$ cat config.mk
export PLATFORM = sky130hd
export DESIGN_NAME = produto_seq
export DESIGN_NICKNAME = d
export VERILOG_FILES = /design/src/rtl/produto_pkg.sv /design/src/rtl/produto_seq.sv
export SDC_FILE = /design/constraint.sdc
export NUM_CORES = 1
export LEC_CHECK = 0
export ABC_AREA = 1
export CAP_MARGIN = 30
export CORE_MARGIN = 8
export CORE_UTILIZATION = 30
export DETAILED_ROUTE_END_ITERATION = 10
export GPL_TIMING_DRIVEN = 0
export PLACE_DENSITY_LB_ADDON = 0.15
export SLEW_MARGIN = 30
export SYNTH_ARGS = -nofsm -noshare
export SYNTH_HDL_FRONTEND = slang
export SYNTH_SLANG_ARGS = --single-unit
$ cat constraint.sdc
create_clock -name clk -period 2 [get_ports clk]
set_input_delay 0.3 -clock clk [delete_from_list [all_inputs] [get_ports clk]]
set_output_delay 0.3 -clock clk [all_outputs]
set_load 0.05 [all_outputs]
$ cat src/rtl/produto_pkg.sv
// Shared types and constants for the sequential shift-and-add multiplier.
package produto_pkg;

  typedef enum logic [1:0] {
    IDLE = 2'd0,
    RUN  = 2'd1,
    DONE = 2'd2
  } state_t;

  localparam logic MODE_UNSIGNED = 1'b0;
  localparam logic MODE_SIGNED   = 1'b1;

endpackage

$ cat src/rtl/produto_seq.sv
// Sequential radix-2 multiplier, unsigned or two's-complement signed,
// producing a 2*WIDTH-bit exact product after a fixed number of cycles.
module produto_seq #(
  parameter int WIDTH = 8
) (
  input  logic               clk,
  input  logic               rst,
  input  logic               start,
  input  logic               mode,
  input  logic [WIDTH-1:0]   a,
  input  logic [WIDTH-1:0]   b,
  output logic               busy,
  output logic               done,
  output logic [2*WIDTH-1:0] p
);
  import produto_pkg::*;

  localparam int CW = $clog2(WIDTH);

  state_t             state;
  logic [CW-1:0]      cnt;
  logic               fin;
  logic               mode_r;
  logic               sgn_x;
  logic [2*WIDTH-1:0] mcand;
  logic [2*WIDTH-1:0] acc;
  logic [WIDTH:0]     mplier;
  logic [WIDTH:0]     abs_a;
  logic [WIDTH:0]     abs_b;

  // Magnitudes carry one extra bit so that -2^(WIDTH-1) negates exactly.
  always_comb begin
    abs_a = {1'b0, a};
    abs_b = {1'b0, b};
    if (mode == MODE_SIGNED && a[WIDTH-1]) abs_a = '0 - {1'b1, a};
    if (mode == MODE_SIGNED && b[WIDTH-1]) abs_b = '0 - {1'b1, b};
  end

  always_ff @(posedge clk or posedge rst) begin
    if (rst) begin
      state  <= IDLE;
      cnt    <= '0;
      fin    <= 1'b0;
      mode_r <= MODE_UNSIGNED;
      sgn_x  <= 1'b0;
      mcand  <= '0;
      acc    <= '0;
      mplier <= '0;
      p      <= '0;
      busy   <= 1'b0;
      done   <= 1'b0;
    end else begin
      unique case (state)
        IDLE: begin
          done <= 1'b0;
          if (start) begin
            mode_r <= mode;
            sgn_x  <= a[WIDTH-1] ^ b[WIDTH-1];
            mcand  <= {{(WIDTH-1){1'b0}}, abs_a};
            mplier <= abs_b;
            acc    <= '0;
            cnt    <= CW'(WIDTH - 1);
            fin    <= 1'b0;
            state  <= RUN;
            busy   <= 1'b1;
          end
        end
        RUN: begin
          // WIDTH shift-and-add steps, then one cycle to apply the sign and publish p.
          if (!fin) begin
            if (mplier[0]) acc <= acc + mcand;
            mcand  <= mcand << 1;
            mplier <= mplier >> 1;
            if (cnt == '0) fin <= 1'b1;
            else           cnt <= cnt - CW'(1);
          end else begin
            if (mode_r == MODE_SIGNED && sgn_x && acc != '0) p <= '0 - acc;
            else                                             p <= acc;
            state <= DONE;
            done  <= 1'b1;
          end
        end
        DONE: begin
          state <= IDLE;
          busy  <= 1'b0;
          done  <= 1'b0;
        end
        default: begin
          state <= IDLE;
          busy  <= 1'b0;
          done  <= 1'b0;
        end
      endcase
    end
  end

endmodule
# Word-level counts from Yosys, hierarchy flattened

Index checks and enable logic that the tools add are counted.

Flip-flop bits (word level): 67
Input bits: 20
Output and inout port bits: 18
Word-level logic and storage cells: 68

$add $sub $neg: 5
Eq/ne operators: 6
Muxes and demuxes: 28
Bitwise gates (word level): 2
Reductions and logical operators: 16

Operators by type and width:

| cell                  | count |
|---|---|
| $mux 16               | 6 |
| $pmux 16 s2           | 2 |
| $mux 9                | 4 |
| $pmux 9 s2            | 1 |
| $sub 1x9->9 const A   | 2 |
| $add 16x16->16        | 1 |
| $reduce_bool 16->1    | 1 |
| $sub 1x16->16 const A | 1 |
| $ne 2x2->1 const B    | 5 |
| $reduce_and 2->1      | 5 |
| $mux 3                | 3 |
| $reduce_and 4->1      | 2 |
| $mux 1                | 6 |
| $pmux 3 s2            | 1 |
| $logic_and 1x1->1     | 4 |
| $mux 2                | 2 |
| $pmux 1 s2            | 2 |
| $pmux 2 s2            | 1 |
| $logic_not 3->1       | 1 |
| $reduce_and 3->1      | 1 |
| $sub 3x1->3 const B   | 1 |
| $eq 2x1->1 const B    | 1 |
| $logic_not 2->1       | 1 |
| $reduce_bool 2->1     | 1 |
| 2 further kinds       | 2 |

# Depth between registers and ports, before layout

Gate-level depths: netlist (run 1).

Word-level depth: 4
Mapped depth: 11
Mapped depth without buffers: 11

# Worst setup path before layout (run 1)

OpenSTA, ideal clock, no wires.

Path type: flip-flop to flip-flop
Start point: register mcand[2]
End point: register acc[7]
Setup time: 0.126 ns
Arrival: 1.555 ns
Data required time: 1.874 ns
Slack: 0.319 ns
Stages on the path, launching flop included: 8
Buffers on the path: 0
Clock period less this slack: 1.681 ns
Cells stage by stage: dfrtp_1 > ha_1 > or2_2 > nand3_1 > nand2_1 > or2_2 > nand3_1 > o21ai_0

Cells in the longest elaborated chain, start to end: 4

RTL lines:

| what                   | line              | RTL |
|---|---|---|
| start, declared        | produto_seq.sv:25 | `logic [2*WIDTH-1:0] mcand;` |
| start signal, assigned | produto_seq.sv:59 | `mcand <= {{(WIDTH-1){1'b0}}, abs_a};` |
| start signal, assigned | produto_seq.sv:72 | `mcand <= mcand << 1;` |
| $add 16x16->16         | produto_seq.sv:71 | `if (mplier[0]) acc <= acc + mcand;` |
| $mux 16                | produto_seq.sv:71 |  |
| $mux 16                | produto_seq.sv:70 | `if (!fin) begin` |
| $pmux 16 s2            | produto_seq.sv:53 | `unique case (state)` |
| end signal, assigned   | produto_seq.sv:71 |  |
| end, declared          | produto_seq.sv:26 | `logic [2*WIDTH-1:0] acc;` |

No other way between the ends. The select of a mux whose other input is x is not followed.
A chain may end at the register's enable or synchronous reset.

# Worst setup path after layout (run 1)

Start point: register acc[5]
End point: register acc[7]

Cells in the longest elaborated chain, start to end: 4

RTL lines:

| what           | line |
|---|---|
| $add 16x16->16 | produto_seq.sv:71 |
| $mux 16        | produto_seq.sv:71 |
| $mux 16        | produto_seq.sv:70 |
| $pmux 16 s2    | produto_seq.sv:53 |

No other way between the ends. The select of a mux whose other input is x is not followed.

==> reports/metrics.yaml, run 1 <==
floorplan:
  die_h_microns: 137
  die_x_microns: 137
  initial_core_util_pct: 30.4
  core_region_area_sq_um: 14400
  rows: 44
  io-pin-count: 38
  dieArea_sq_um: 18700
logic_synthesis:
  synthCells: 639
  seq_area_frac_synth_pct: 38.4
  synth_top_area_share_pct: 38.4
  async_flop_share_pct: 100
  synthFlopType: "dfrtp_1"
  synth_edf_count: 0
  ys_warn_count: 0
  syn_area_sq_um: 4370
  synth.distinct_cells: 30
  synth_area_leader_cell: "dfrtp_1"
  syn_nets: 680
  synthTopCellsByArea: "dfrtp_1 (38%), nand2_1 (17%), inv_1 (9.2%)"
  synth-seq-cells: 67
  avgSynthCellArea_sq_um: 6.84
timing:
  fin_skew_ps: 4.22
  setup_viol: 0
  final.period_utilization_pct: 93.1
  max_freq_ghz: 0.537
  relSlewSlack_pct: 63.1
  timing_hold_violations_final: 0
  finalHoldWorstSlack_ps: 338
  rsz0062_at_grt: "no"
  tightest_slew_ps: 554
  drv_slew: 0
  post-route-min-period_ps: 1860
setup_path:
  criticalPathCategory: "flop to flop"
  cp_max_fo: 6
  arrival_ps: 2080
  endpoint_kind: "flop"
  cp_data_required_time_ps: 2220
  reg2reg_depth: 8
  start_kind: "flop"
run_status:
  status: "completed"
placement:
  place_congestion: 0.864
  place_inst: 861
  dp_hpwl_mm: 9.06
  portBuffers: 37
job:
  maxCapViolations: 0
clock_network:
  cts.htree.levels: 3
  cts_tree: "built"
  cts-root-buf: "clkbuf_16"
  cts-buffers-inserted: 9
  insertion_delay_ps: 340
  cts_max_path_buffers: 2
  cts.sinks: 67
  clk_pin_slew_ps: 50
global_route:
  antenna_found_initial: 0
  grt_start_max_net_pins: 35
  overflow: 0
  grt.total_usage_pct: 13.0
  first_global_vias: 3973
  grt_pass1_wl_mm: 19.1
layout:
  final_cell_mix: "nand2_1 (202), inv_1 (106), dfrtp_1 (67)"
  multi_input_area_sq_um: 2250
  regArea_sq_um: 1680
  fin_cells: 877
  final.fill_count: 1498
  layout-drive-gt1-share_pct: 5.77
  syn2layout_area_growth_pct: 21.7
  num_antenna_cells: 0
  nets: 729
  layout_commonest_cell: "nand2_1"
hold_path:
  hp-class: "input pin to asynchronous set/reset pin"
route:
  firstDrtPassIters: 4
  ant_nets: 0
  wire_per_inst_microns: 13.2
  vias: 4046
  vias_per_cell: 4.61
  drt-initial-drc-count: 164
  drc_errors: 0
  wl_mm: 11.6
power_and_ir_drop:
  power.total_uw: 9100
  ir_worst_vdd_mv: 0.606
  power.density_nw_per_um2: 1710
  leakage_uw: 0.00274
-- through the flow --
| stage | worst slack [ps] | setup TNS, ps | utilization, % | area [sq um] |
|---|---|---|---|---|
| detailed placement | -60.6 | -532 | 34.8 | 4990 |
| floorplan | 16.8 | 0 | - | 4370 |
| finish | 138 | 0 | 37.0 | 5320 |
| global placement | -1190 | -80100 | 34.6 | 4970 |
| CTS | 49.1 | 0 | 36.8 | 5290 |
| global route | 9.22 | 0 | 37.0 | 5320 |
-- path summary, 6_finish.rpt --
check                                   start               endpoint  slack (ps)
setup / recovery           acc[5]$_DFFE_PP0P_     acc[7]$_DFFE_PP0P_         140
hold / removal                            rst     acc[0]$_DFFE_PP0P_         340
setup reg to reg           acc[5]$_DFFE_PP0P_     acc[7]$_DFFE_PP0P_         140
hold reg to reg             p[10]$_DFFE_PP0P_      p[10]$_DFFE_PP0P_         470
max in group asynchronous                 rst  mplier[8]$_DFFE_PP0P_        1130
min in group clk            p[10]$_DFFE_PP0P_      p[10]$_DFFE_PP0P_         470
-- what timing repair did --
| item | 4_1_cts | 5_1_grt |
|---|---|---|
| gates cloned | 0 | 0 |
| setup endpoints to repair | 2 | 16 |
| hold buffers | 0 | 0 |
| setup buffers | 0 | 0 |
| resized for setup | 1 | 6 |
| pin swaps | 0 | 1 |
-- layout make-up --
type | instances | area share [%]
clock buffers | 15 | 5.41
clock inverters | 1 | 0.0941
plain buffers | 14 | 1.27
flip-flops and latches | 67 | 31.5
multi-input cells | 449 | 42.3
well taps | 184 | 4.33
repair buffers | 38 | 7.34
inverters | 109 | 7.81
-- flip-flops by register name, indices dropped and copies added (netlist names) --
| name | count |
|---|---|
| acc | 16 |
| mcand | 16 |
| p | 16 |
| mplier | 9 |
| cnt | 3 |
| state | 2 |
| busy | 1 |
| done | 1 |
| fin | 1 |
| mode_r | 1 |
| sgn_x | 1 |
-- cell usage after synthesis, drive strengths merged (4+ instances only) --
cell      n
dfrtp    67
clkbuf    4
o21ai    46
buf      10
or2       5
nand3    54
inv     108
nand2   205
a21oi    22
nand4    13
nor3      5
nor2     47
ha       20
o22ai    12
o211ai    8
-- power by group --
group	internal (uW)	switching (uW)	leakage, uW
Sequential	1950	431	0.000852
Combinational	1770	3420	0.00174
Clock	972	552	0.000146
Total	4690	4410	0.00274
-- routing by layer --
| metal | share of wire, % | track usage [%] |
|---|---|---|
| met3 | 4.3 | 3.16 |
| met4 | 0.58 | 4.33 |
| met2 | 49 | 22.4 |
| met1 | 46 | 15.5 |
| met5 | 0 | 0 |
-- critical path: stages (launching register included) --
cell and delay [ps]:
dfrtp_1 450, ha_1 360, nand2_1 120, inv_1 60, a21oi_1 150, nand2_1 140, or2_2 300, nand3_1 90
o21ai_0 80
-- kinds of logic after synthesis --
kind of cell / after synthesis / share of synthesized area (%)
AND/OR/NAND/NOR: 332 / 32.1
adder cells (fa/ha/maj): 21 / 6.18
flip-flops: 67 / 38.4
AO/OA/AOI/OAI: 91 / 11.4
buffers and inverters: 123 / 10.9
XOR/XNOR: 5 / 1.00
(Power assumes the default switching activity.)
==> inputs of run 2 (changes only) <==
--- a/config.mk
+++ b/config.mk
@@ -6,7 +6,7 @@
 export NUM_CORES = 1
 export LEC_CHECK = 0
 export ABC_AREA = 1
-export CAP_MARGIN = 30
+export CAP_MARGIN = 20
 export CORE_MARGIN = 8
 export CORE_UTILIZATION = 30
 export DETAILED_ROUTE_END_ITERATION = 10
==> results of run 2 <==
Same layout as run 1: the final DEF is identical, and so are final timing and power.
